$ cat config.mk
export PLATFORM = sky130hd
export DESIGN_NAME = pc_fetch_ctrl_flat
export DESIGN_NICKNAME = d
export VERILOG_FILES = /design/src/rtl/pc_fetch_ctrl_if.sv /design/src/rtl/pc_fetch_ctrl.sv /design/src/flat_wrapper.sv
export SDC_FILE = /design/constraint.sdc
export NUM_CORES = 1
export LEC_CHECK = 0
export ABC_AREA = 1
export BUFFER_PORTS_ARGS = -buffer_cell sky130_fd_sc_hd__buf_2
export CAP_MARGIN = 10
export CELL_PAD_IN_SITES_DETAIL_PLACEMENT = 0
export CELL_PAD_IN_SITES_GLOBAL_PLACEMENT = 1
export CORE_UTILIZATION = 35
export DETAILED_ROUTE_END_ITERATION = 10
export PLACE_DENSITY_LB_ADDON = 0.12
export SYNTH_ARGS = -nofsm -noshare
export SYNTH_HDL_FRONTEND = slang
export SYNTH_SLANG_ARGS = --single-unit
$ cat constraint.sdc
create_clock -name clk -period 2.85 [get_ports clk]
set_clock_uncertainty 0.2 [all_clocks]
set_input_delay 0.57 -clock clk [delete_from_list [all_inputs] [get_ports clk]]
set_output_delay 0.57 -clock clk [all_outputs]
set_load 0.01 [all_outputs]
$ cat src/rtl/pc_fetch_ctrl_if.sv
// Instruction-memory request/response channel between the fetch
// controller (master) and the instruction memory (slave).
interface pc_fetch_ctrl_if;
   logic        imem_req;
   logic [31:0] imem_addr;
   logic        imem_gnt;
   logic        imem_rvalid;
   logic [31:0] imem_rdata;

   modport master (
      output imem_req,
      output imem_addr,
      input  imem_gnt,
      input  imem_rvalid,
      input  imem_rdata
   );

   modport slave (
      input  imem_req,
      input  imem_addr,
      output imem_gnt,
      output imem_rvalid,
      output imem_rdata
   );
endinterface

$ cat src/rtl/pc_fetch_ctrl.sv
// Program-counter and instruction-fetch controller. Keeps a single
// memory request in flight, presents each fetched instruction until the
// consumer accepts it, and handles traps, redirects and misaligned
// redirects. A flush flag marks a response that must be dropped because
// the PC changed while the request was already granted.
module pc_fetch_ctrl #(
   parameter logic [31:0] RESET_PC    = 32'h0000_0000,
   parameter logic [31:0] TRAP_VECTOR = 32'h0000_0100
) (
   input  logic                  clk,
   input  logic                  reset,
   input  logic                  start,
   input  logic                  stall,
   input  logic                  redirect_valid,
   input  logic [31:0]           redirect_target,
   input  logic                  trap_valid,
   pc_fetch_ctrl_if.master       imem,
   output logic                  instr_valid,
   output logic [31:0]           instr,
   output logic [31:0]           instr_pc,
   output logic [31:0]           PC,
   output logic [31:0]           PCPlus4,
   output logic                  misalign_err
);

   typedef enum logic [1:0] {
      IDLE = 2'd0,
      REQ  = 2'd1,
      WAIT = 2'd2,
      OUT  = 2'd3
   } state_e;

   state_e      state_q, state_d;
   logic [31:0] pc_q, pc_d;
   logic [31:0] instr_q, instr_d;
   logic [31:0] instr_pc_q, instr_pc_d;
   logic        flush_q, flush_d;
   logic        misalign_q, misalign_d;
   logic        imem_req_q, imem_req_d;
   logic        instr_valid_q, instr_valid_d;

   logic        take_event;
   logic        misaligned;

   // A trap outranks a redirect; either is ignored while idle.
   assign take_event = (state_q != IDLE) && (trap_valid || redirect_valid);
   assign misaligned = !trap_valid && redirect_valid && (redirect_target[1:0] != 2'b00);

   assign imem.imem_req  = imem_req_q;
   assign imem.imem_addr = pc_q;
   assign instr_valid    = instr_valid_q;
   assign instr          = instr_q;
   assign instr_pc       = instr_pc_q;
   assign PC             = pc_q;
   assign PCPlus4        = pc_q + 32'd4;
   assign misalign_err   = misalign_q;

   // Next-state, next-PC and captured-instruction logic.
   always_comb begin
      state_d    = state_q;
      pc_d       = pc_q;
      instr_d    = instr_q;
      instr_pc_d = instr_pc_q;
      flush_d    = flush_q;
      misalign_d = 1'b0;

      if (take_event) begin
         pc_d       = (trap_valid || misaligned) ? TRAP_VECTOR : redirect_target;
         misalign_d = misaligned;
         unique case (state_q)
            REQ: begin
               if (imem.imem_gnt) begin
                  state_d = WAIT;
                  flush_d = 1'b1;
               end else begin
                  state_d = REQ;
               end
            end
            WAIT: begin
               if (imem.imem_rvalid) begin
                  state_d = REQ;
                  flush_d = 1'b0;
               end else begin
                  flush_d = 1'b1;
               end
            end
            default: state_d = REQ;
         endcase
      end else begin
         unique case (state_q)
            IDLE: begin
               if (start) state_d = REQ;
            end
            REQ: begin
               if (imem.imem_gnt) state_d = WAIT;
            end
            WAIT: begin
               if (imem.imem_rvalid) begin
                  if (flush_q) begin
                     flush_d = 1'b0;
                     state_d = REQ;
                  end else begin
                     instr_d    = imem.imem_rdata;
                     instr_pc_d = pc_q;
                     state_d    = OUT;
                  end
               end
            end
            OUT: begin
               if (!stall) begin
                  pc_d    = pc_q + 32'd4;
                  state_d = REQ;
               end
            end
            default: state_d = IDLE;
         endcase
      end

      imem_req_d    = (state_d == REQ);
      instr_valid_d = (state_d == OUT);
   end

   // State and output registers, cleared asynchronously while reset is low.
   always_ff @(posedge clk or negedge reset) begin
      if (!reset) begin
         state_q       <= IDLE;
         pc_q          <= RESET_PC;
         instr_q       <= 32'h0;
         instr_pc_q    <= 32'h0;
         flush_q       <= 1'b0;
         misalign_q    <= 1'b0;
         imem_req_q    <= 1'b0;
         instr_valid_q <= 1'b0;
      end else begin
         state_q       <= state_d;
         pc_q          <= pc_d;
         instr_q       <= instr_d;
         instr_pc_q    <= instr_pc_d;
         flush_q       <= flush_d;
         misalign_q    <= misalign_d;
         imem_req_q    <= imem_req_d;
         instr_valid_q <= instr_valid_d;
      end
   end

endmodule

$ cat src/flat_wrapper.sv
// flat-port wrapper written by rule: the top's interface ports become plain ports
module pc_fetch_ctrl_flat 
#(
   parameter logic [31:0] RESET_PC    = 32'h0000_0000,
   parameter logic [31:0] TRAP_VECTOR = 32'h0000_0100
)
  (clk, reset, start, stall, redirect_valid, redirect_target, trap_valid, instr_valid, instr, instr_pc, PC, PCPlus4, misalign_err, imem_imem_req, imem_imem_addr, imem_imem_gnt, imem_imem_rvalid, imem_imem_rdata);
  pc_fetch_ctrl_if imem_i ();
  input  logic clk;
  input  logic reset;
  input  logic start;
  input  logic stall;
  input  logic redirect_valid;
  input  logic [31:0] redirect_target;
  input  logic trap_valid;
  output logic instr_valid;
  output logic [31:0] instr;
  output logic [31:0] instr_pc;
  output logic [31:0] PC;
  output logic [31:0] PCPlus4;
  output logic misalign_err;
  output wire logic [$bits(imem_i.imem_req)-1:0] imem_imem_req;
  output wire logic [$bits(imem_i.imem_addr)-1:0] imem_imem_addr;
  input wire logic [$bits(imem_i.imem_gnt)-1:0] imem_imem_gnt;
  input wire logic [$bits(imem_i.imem_rvalid)-1:0] imem_imem_rvalid;
  input wire logic [$bits(imem_i.imem_rdata)-1:0] imem_imem_rdata;
  assign imem_imem_req = imem_i.imem_req;
  assign imem_imem_addr = imem_i.imem_addr;
  assign imem_i.imem_gnt = imem_imem_gnt;
  assign imem_i.imem_rvalid = imem_imem_rvalid;
  assign imem_i.imem_rdata = imem_imem_rdata;
  pc_fetch_ctrl #(.RESET_PC(RESET_PC), .TRAP_VECTOR(TRAP_VECTOR)) u_core (.clk(clk), .reset(reset), .start(start), .stall(stall), .redirect_valid(redirect_valid), .redirect_target(redirect_target), .trap_valid(trap_valid), .imem(imem_i), .instr_valid(instr_valid), .instr(instr), .instr_pc(instr_pc), .PC(PC), .PCPlus4(PCPlus4), .misalign_err(misalign_err));
endmodule
==> summary.txt, run 1 <==
Global routing
  – Vias in the first global route: 4,558
  – First-pass GRT wire length: 24,940 µm
  – Grt total ovfl: 0
  – GRT Overall Usage: 20.34%
  – Initial antenna violation count: 1
  – Largest net degree at the start of global routing: 54

STA
  – Final period util: a little over nine tenths
  – Final hold vios: 0
  – Worst relative slew slack: between 50% and 60%
  – Final setup vio count: 0
  – Post-layout minimum cycle time: ~2.7 ns
  – Fmax: 0.3717 GHz
  – RSZ-0062 raised after global routing: no
  – Worst slew pin tran: between 0.7 and 0.8 ns
  – Total negative slack: 0 ns
  – Max-slew violation count: 0

Placement
  – GPL Wtd Cong: 0.8188
  – Placed Instance Area: 0.006665 mm²
  – IO buf count: between 200 and 250
  – Detailed Place HPWL: about 12,000 µm

Floorplanning
  – Die area: 0.01615 mm²
  – Initial core utilization: 35.90%
  – FP Rows: 45
  – Die Wd: roughly 130 µm
  – CORE AREA: 0.01526 mm²
  – Ports: about 240
  – Chip Height: 127.1 µm

Setup path
  – Critical Path RT: 2.08 ns
  – Kind of critical path: register to output pin
  – Worst setup path endpoint: PCPlus4[18]
  – Crit end category: output pin
  – Worst-path fanout max: 7
  – Setup crit start kind: register
  – Worst reg2reg path endpoint: u_core.PC[10]
  – RR Startpoint: u_core.state_q[1]
  – R2r setup slk: approximately 0.5 ns
  – Register-to-Register Path Depth: 9
  – Critical path arrival: ~1.9 ns
  – Worst setup startpoint: u_core.PC[2]

Power and ir drop
  – P_leak: 3.898 nW
  – Pwr dens: 1035 mW/mm²
  – Peak supply drop: 0.4153 mV

Outcome
  – Outcome: complete, no violations

Cells and area
  – Layout cells sized above 1: between 30 and 40%
  – Register area: 0.002559 mm²
  – Finished Cell Area: about 0.0070 mm²
  – Most frequent cells in the layout: buf_2, nand2_1, dfrtp_1
  – Area delta synth->final: 27.89%
  – Nets: about 900
  – Most common cell after layout, fill and taps aside: buf_2
  – Fillers: 1,531
  – Multi-input logic area: 0.002356 mm²
  – Antenna cells: 0

Clocking
  – Clock buffer depth: 2
  – CTS tree: done
  – CTS clk-pin slew, worst paths: roughly 0.07 ns
  – H-tree Lvls: 3
  – Worst skew pair latency: 0.35 ns
  – Clock sinks: 102
  – Root Driver: clkbuf_16
  – Num CTS Buffers: 9

Drt
  – WL per Instance: between 15 and 20 µm
  – DRT iter0 DRCs: ~290
  – DRC: 0
  – Via density per instance: 4.623
  – TritonRoute pass-1 iters: 6
  – Total vias in the final route: approximately 4,800
  – ANT nets after route: 0
  – Detailed Route WL: 16,110 µm

Synth
  – Sequential-to-total area share from yosys stat: 46.60%
  – Post-Syn Nets: 697
  – Yosys warnings: 0
  – Avg Cell Area, Syn: 8.878 µm²
  – Seq cells post-synth: around 100
  – Yosys cell types: 27
  – Synth Instances: about 620
  – Synth Cell Area: 0.005478 mm²

Hold path
  – Worst hold path type: input pin to asynchronous set/reset pin

Job
  – Max Cap Viol: 0
-- per-stage QoR --
step | power, mW | hold slack (ns) | util [%] | std cells | setup WS, ns
floorplan | 4.684 | 0.07441 | - | 617 | 0.6300
global placement | 5.995 | 0.2650 | 43.68 | 1020 | 0.3711
detailed placement | 6.016 | 0.2686 | 43.68 | 1020 | 0.3399
CTS | 7.350 | 0.09401 | 45.82 | 1037 | 0.06402
global route | 7.852 | 0.1269 | 45.91 | 1037 | 0.004066
finish | 7.254 | 0.05682 | 45.91 | 1037 | 0.1598
-- cell type report --
class | instances | area share [%]
flip-flops and latches | 102 | 36.52
clock inverters | 5 | 0.9109
clock buffers | 11 | 3.465
inverters | 51 | 2.733
repair buffers | 248 | 18.97
well taps | 211 | 3.769
multi-input cells | 409 | 33.63
-- cells by family (layout without fill, tap and decap cells) --
family	Yosys count	after routing	synth area share (%)
AND/OR/NAND/NOR	252	252	18.82
buffers and inverters	106	315	10.80
flip-flops	102	102	46.60
AO/OA/AOI/OAI	97	97	9.297
multiplexers	38	38	10.42
XOR/XNOR	14	14	2.239
adder cells (fa/ha/maj)	8	8	1.827
-- registers in the layout, summed over array words and instances, names as in the netlist --
signal,cells
u_core.PC,32
u_core.flush_q,1
u_core.imem.imem_req,1
u_core.instr,32
u_core.instr_pc,32
u_core.instr_valid,1
u_core.misalign_err,1
u_core.state_q,2
-- worst max-delay path, cell delays in order, from the launching register on --
cell     delay [ns]
dfrtp_1        0.35
ha_1           0.22
nand2_1        0.08
nor2_2         0.13
nand2_2        0.13
nor2_4         0.25
xor2_1         0.23
buf_2          0.18
-- cells in the mapped netlist --
master / count / area, µm²
a31oi_1: 1 / 6.260
o22ai_1: 2 / 12.51
nor2_1: 67 / 251.5
nand4_1: 1 / 6.260
buf_2: 8 / 40.04
and2_1: 6 / 37.54
mux2_4: 38 / 570.6
buf_6: 2 / 22.52
nand3_1: 24 / 120.1
buf_8: 3 / 45.04
nand2_2: 2 / 12.51
inv_1: 51 / 191.4
ha_1: 8 / 100.1
or2_1: 1 / 6.260
or2_0: 1 / 6.260
o21ai_0: 38 / 190.2
nand2_1: 144 / 540.5
dfrtp_1: 102 / 2552
xor2_1: 14 / 122.6
clkbuf_1: 6 / 22.52
nor2_2: 1 / 6.260
a21oi_1: 48 / 240.2
a22oi_1: 7 / 52.55
nor3_1: 2 / 10.01
nor2_4: 3 / 33.78
o21bai_1: 1 / 7.510
buf_4: 36 / 270.3
-- per-layer routing --
| metal | wire length (µm) | part of all wire (%) | vias to the layer above | GRT usage [%] |
|---|---|---|---|---|
| met5 | 10 | 0.062 | - | 0 |
| met1 | 7713 | 48 | 2254 | 27.65 |
| met3 | 778 | 4.8 | 13 | 3.518 |
| met4 | 204 | 1.3 | 2 | 6.723 |
| li1 | - | - | 2367 | - |
| met2 | 7399 | 46 | 158 | 32.90 |
-- how the worst min path moves through the flow --
| stage | start | end | slack (ns) | cells after the start |
|---|---|---|---|---|
| 6_report | reset | u_core.instr[1] | 0.06 | 1 |
| 4_1_cts | reset | u_core.instr[1] | 0.09 | 1 |
| 3_5_place_dp | u_core.instr_pc[5] | u_core.instr_pc[5] | 0.27 | 2 |
| 2_1_floorplan | reset | u_core.PC[0] | 0.07 | 0 |
| 5_1_grt | reset | u_core.instr[1] | 0.13 | 1 |
| 3_3_place_gp | u_core.instr_pc[14] | u_core.instr_pc[14] | 0.26 | 2 |
-- power breakdown --
group / internal [mW] / switching [mW] / total [mW]
clock network: 0.715 / 0.567 / 1.28
logic: 1.43 / 2.03 / 3.46
registers: 1.95 / 0.565 / 2.51
-- timing repair --
| action | 4_1_cts | 5_1_grt |
|---|---|---|
| setup endpoints to repair | 5 | 8 |
| buffers inserted | 1 | 0 |
| pin swaps | 1 | 1 |
| gates cloned | 0 | 0 |
| gates resized for setup | 3 | 9 |
| hold buffers | 0 | 0 |
Power figures use the tool's default switching activity.
==> inputs of run 2 (changes only) <==
--- a/config.mk
+++ b/config.mk
@@ -7,12 +7,12 @@
 export LEC_CHECK = 0
 export ABC_AREA = 1
 export BUFFER_PORTS_ARGS = -buffer_cell sky130_fd_sc_hd__buf_2
-export CAP_MARGIN = 10
 export CELL_PAD_IN_SITES_DETAIL_PLACEMENT = 0
 export CELL_PAD_IN_SITES_GLOBAL_PLACEMENT = 1
 export CORE_UTILIZATION = 35
 export DETAILED_ROUTE_END_ITERATION = 10
-export PLACE_DENSITY_LB_ADDON = 0.12
+export MAX_ROUTING_LAYER = met4
+export PLACE_DENSITY = 0.77
 export SYNTH_ARGS = -nofsm -noshare
 export SYNTH_HDL_FRONTEND = slang
 export SYNTH_SLANG_ARGS = --single-unit
==> run 2 against run 1 <==
The flow now finishes with violations (hold timing). Combinational power about the same. Power hardly changed. Global-route usage grew 0.64 points. Flip-flop and latch count stayed put. Cell area fell by 0.29%. Clock-buffer cell count is 2 lower. Worst hold slack lost 0.064 ns. Via count is 0.63% lower. First-iteration DRC count increased by 17%. Sequential share of layout area increased by 0.10 points. Non-clock buffer count unchanged. Critical path type unchanged.
==> summary.txt, run 2 (same netlist as run 1, synthesis figures left out) <==
Cells and area
  – Antenna cells: 0
  – Layout cells sized above 1: 39.10%
  – Nets: around 900
  – Final core utilization: 45.78%
  – Fillers: around 1,600
  – Most common cell after layout, fill and taps aside: buf_2
  – Area delta synth->final: 27.52%
  – Most frequent cells in the layout: buf_2, nand2_1, dfrtp_1

Drt
  – DRT iter0 DRCs: between 300 and 400
  – ANT nets after route: 0
  – WL per Instance: 15.74 µm
  – DRC: 0
  – Detailed Route WL: 16,330 µm
  – Via density per instance: around 4.6
  – Total vias in the final route: 4,764
  – TritonRoute pass-1 iters: 5

Placement
  – GPL Wtd Cong: 0.8047
  – Detailed Place HPWL: 12,010 µm
  – IO buf count: 234

STA
  – Worst relative slew slack: approximately 58%
  – Final period util: a little over nine tenths
  – Fmax: 0.3653 GHz
  – Worst slew pin tran: 0.6238 ns
  – Final setup vio count: 0
  – Final hold vios: 5
  – Max-slew violation count: 0
  – Post-layout minimum cycle time: 2.738 ns
  – WHS: -0.007213 ns

Global routing
  – Vias in the first global route: 4,538
  – GRT Overall Usage: 20.98%
  – Met2 usage: between 30% and 40%
  – Initial antenna violation count: 0
  – GR met1 Demand/Resource: 27.58%
  – First-pass GRT wire length: 25,200 µm
  – GR peak layer: met2
  – Largest net degree at the start of global routing: 65
  – GRT met3 Usage: ~3.0%
  – Grt total ovfl: 0

Setup path
  – Kind of critical path: register to output pin
  – Critical Path RT: 2.08 ns
  – Cell chain of the critical path: ha_2 -> nand2_2 -> nor2_2 -> nand2_2 -> nor2_4 -> xor2_2 -> buf_2
  – Critical path arrival: 1.97 ns
  – Setup crit start kind: register
  – Crit end category: output pin
  – Max stage delay on crit path: 0.42 ns
  – Slowest CP cell: dfrtp_1
  – CP delay by family, top: simple AND/OR/NAND/NOR gates
  – Worst path most repeated cell: nand2_2
  – CP Buf/Inv Count: 1
  – Worst-path fanout max: 5

Hold path
  – Worst hold path type: input pin to asynchronous set/reset pin

Outcome
  – Outcome: finished, violations left
  – Failing checks: hold timing

Clocking
  – Clock sinks: slightly above 100
  – H-tree Lvls: 3
  – CTS clk-pin slew, worst paths: 0.07 ns
  – Clock buffer depth: 2
  – Num CTS Buffers: 9
  – CTS tree: done
  – Root Driver: clkbuf_16
  – Worst skew pair latency: 0.35 ns

Floorplanning
  – Die area: 0.01615 mm²
  – CORE AREA: 0.01526 mm²
  – Die Wd: about 130 µm
  – Initial core utilization: 35.90%
  – FP Rows: 45
  – Ports: 235
  – Chip Height: 127.1 µm

Power and ir drop
  – Peak supply drop: between 0.5 and 0.6 mV
  – P_leak: 3.890 nW
  – Pwr dens: 1039 mW/mm²

Job
  – Max Cap Viol: 0
## run 2: final timing paths
kind                                startpoint                   to  slack (ns)  depth (start not counted)
max                               u_core.PC[2]          PCPlus4[12]        0.11                          7
min                                      reset      u_core.instr[6]      -0.007                          1
max reg2reg                  u_core.state_q[1]    u_core.state_q[0]        0.44                         10
min reg2reg                u_core.instr_pc[20]  u_core.instr_pc[20]        0.28                          2
max in group asynchronous                reset  u_core.instr_pc[30]        1.64                          2
min in group clk                    trap_valid  u_core.misalign_err        0.20                          2
## run 2: stage by stage
step                total power [mW]  setup WS, ns  std cells  cell area, µm²  setup TNS [ns]
CTS                            7.274      0.006790       1034            6938               0
global placement               5.950        0.3294       1017            6618               0
detailed placement             5.971        0.2629       1017            6618               0
floorplan                      4.684        0.6300        617            5478               0
global route                   7.805     -0.008315       1037            6985        -0.01716
finish                         7.255        0.1122       1037            6985               0
## run 2: per-layer routing
| metal | vias up | routed length [µm] |
|---|---|---|
| met5 | - | 0 |
| li1 | 2348 | - |
| met3 | 17 | 784 |
| met2 | 164 | 7516 |
| met1 | 2235 | 7764 |
| met4 | 0 | 261 |
## run 2: cell type report
| class | instances | area [µm²] | area share (%) |
|---|---|---|---|
| sequential | 102 | 2559 | 36.63 |
| tap | 211 | 264.0 | 3.779 |
| clock inverter | 7 | 70.07 | 1.003 |
| multi-input combinational | 409 | 2366 | 33.87 |
| inverter | 51 | 191.4 | 2.740 |
| timing repair buffer | 248 | 1310 | 18.75 |
| clock buffer | 9 | 225.2 | 3.224 |
## run 2: power by group
group          internal, mW  total [mW]  switching (mW)  leakage (nW)
Sequential             1.95        2.54           0.595          1.32
Clock                 0.683        1.26           0.576         0.146
Combinational          1.43        3.45            2.02          2.42
Total                  4.06        7.25            3.19          3.89
## run 2: what timing repair did
item                                    CTS  global route
hold buffers                              0             0
setup buffers                             1             3
pin swaps                                 1             6
endpoints found under the setup margin   10            15
gates resized for setup                   5            10
## run 2: worst reg2reg max path: cells and delay by family (launching register included)
family,cells,cell delay (ns)
flops,1,0.49
fa+ha+maj,1,0.20
buf+inv,5,0.76
compound gates,2,0.43
simple gates,2,0.20
==> inputs of run 3 (changes only) <==
==> constraint.sdc (replaced) <==
create_clock -name clk -period 2.85 [get_ports clk]
set_clock_uncertainty 0.2 [all_clocks]
set_input_delay 0.285 -clock clk [delete_from_list [all_inputs] [get_ports clk]]
set_output_delay 0.285 -clock clk [all_outputs]
set_load 0.01 [all_outputs]
==> run 3 against run 2 <==
The flow now finishes without violations. Final cell count is 3.4% higher. Via count is 1.7% higher. Sequential share of layout area is 1.7 points lower. Routed wire length is 0.94% higher. Power is 0.17% lower. Clock power hardly changed. Maximum frequency is 2.2% higher.
==> summary.txt, run 3 (same netlist as run 1, synthesis figures left out) <==
Clocking
  – Num CTS Buffers: 9
  – Root Driver: clkbuf_16
  – Worst skew pair latency: about 0.35 ns
  – H-tree Lvls: 3
  – CTS tree: done
  – Post-CTS setup buffer count: 0
  – Clock buffer depth: 2
  – CTS clk-pin slew, worst paths: 0.07 ns
  – Clock sinks: 102

Setup path
  – Crit end category: output pin
  – Critical Path RT: 2.37 ns
  – Worst setup startpoint: u_core.PC[3]
  – Max stage delay on crit path: 0.46 ns
  – Cell chain of the critical path: ha_1 -> nand2_1 -> nor2_1 -> nand2_1 -> nor2_1 -> xor2_1 -> buf_2
  – Setup crit start kind: register
  – Critical path arrival: 2.19 ns
  – Worst-path fanout max: 7
  – Kind of critical path: register to output pin
  – Slowest CP cell: dfrtp_1
  – RR Startpoint: u_core.state_q[1]

Drt
  – ANT nets after route: 0
  – Detailed Route WL: 16,480 µm
  – Total vias in the final route: 4,846
  – DRT iter0 DRCs: approximately 250
  – DRC: 0
  – WL per Instance: 15.37 µm
  – Via density per instance: 4.521
  – TritonRoute pass-1 iters: 4

STA
  – Total negative slack: 0 ns
  – Final period util: 94.02%
  – Post-layout minimum cycle time: approximately 2.7 ns
  – Final setup vio count: 0
  – Worst relative slew slack: ~65%
  – Worst slew pin tran: ~0.52 ns
  – Fmax: 0.3732 GHz
  – Final hold vios: 0
  – RSZ-0062 raised after global routing: no
  – Max-slew violation count: 0

Floorplanning
  – CORE AREA: 0.01526 mm²
  – Die area: ~0.016 mm²
  – Initial core utilization: ~36%
  – FP Rows: 45
  – Ports: between 200 and 250
  – Chip Height: approximately 130 µm
  – Die Wd: approximately 130 µm

Cells and area
  – Layout cells sized above 1: 35.77%
  – Most common cell after layout, fill and taps aside: buf_2
  – Antenna cells: 0
  – Finished Cell Area: roughly 0.0073 mm²
  – Area delta synth->final: 33.37%
  – Nets: 936
  – Final core utilization: 47.88%
  – Multi-input logic area: 0.002336 mm²
  – Register area: 0.002552 mm²
  – Fillers: 1,505
  – Most frequent cells in the layout: buf_2, nand2_1, dfrtp_1

Power and ir drop
  – Pwr dens: 991.3 mW/mm²
  – Peak supply drop: 0.4263 mV
  – P_leak: about 4 nW

Placement
  – Placed Instance Area: roughly 0.0066 mm²
  – GPL Wtd Cong: 0.7866
  – IO buf count: 234
  – Detailed Place HPWL: ~12,000 µm

Hold path
  – Worst hold path type: input pin to register
  – Worst Hold Launch: redirect_target[18]

Global routing
  – GRT Overall Usage: 21.36%
  – Initial antenna violation count: 0
  – Grt total ovfl: 0
  – First-pass GRT wire length: 25,510 µm
  – Vias in the first global route: 4,659
  – Largest net degree at the start of global routing: 63

Job
  – Max Cap Viol: 0

Outcome
  – Outcome: complete, no violations
==> run 3: layout make-up <==
| class | instances | area share, % |
|---|---|---|
| multi-input combinational | 409 | 31.97 |
| inverter | 51 | 2.620 |
| tap | 211 | 3.614 |
| clock inverter | 6 | 1.079 |
| clock buffer | 10 | 3.134 |
| timing repair buffer | 283 | 22.64 |
| sequential | 102 | 34.94 |
==> run 3: critical path, delay by kind of cell (launching register included) <==
family | cells | cell delay (ns)
AND/OR/NAND/NOR | 4 | 0.63
flip-flops | 1 | 0.46
XOR/XNOR | 1 | 0.30
adder cells (fa/ha/maj) | 1 | 0.26
buffers and inverters | 1 | 0.19
==> run 3: path summary, 6_finish.rpt <==
| check | endpoint | slack, ns | depth (start not counted) |
|---|---|---|---|
| max in group asynchronous | u_core.PC[9] | 1.47 | 3 |
| max | PCPlus4[16] | 0.17 | 7 |
| min reg2reg | u_core.instr_pc[31] | 0.28 | 2 |
| min in group asynchronous | u_core.PC[22] | 0.24 | 2 |
| min | u_core.PC[18] | 0.02 | 3 |
| max reg2reg | u_core.instr[4] | 0.51 | 6 |
==> run 3: repair_timing <==
item | in CTS | in global routing
resized for setup | 0 | 0
hold buffers | 35 | 0
endpoints found under the hold margin | 74 | 0
==> run 3: power by group <==
| group | switching (mW) | total, mW | internal (mW) |
|---|---|---|---|
| clock | 0.583 | 1.28 | 0.699 |
| sequential | 0.596 | 2.54 | 1.94 |
| combinational | 1.99 | 3.42 | 1.43 |
==> run 3: stage by stage <==
step / setup slack [ns] / std cells / power [mW] / hold WS (ns)
floorplan: 0.7761 / 617 / 4.684 / -0.2106
global placement: 0.5509 / 1021 / 5.956 / 0.09477
detailed placement: 0.4994 / 1021 / 5.965 / 0.09557
CTS: 0.1285 / 1072 / 7.322 / 0.01379
global route: 0.004052 / 1072 / 7.803 / 0.04056
finish: 0.1703 / 1072 / 7.242 / 0.02156
==> run 3: routing by layer <==
layer  up-vias  global-route usage, %  part of all wire (%)
met3        16                  3.811                   4.5
met2       147                  35.39                    48
met4         0                  7.073                   1.7
met1      2259                  26.41                    46
li1       2424                      -                     -
met5         -                      -                     0
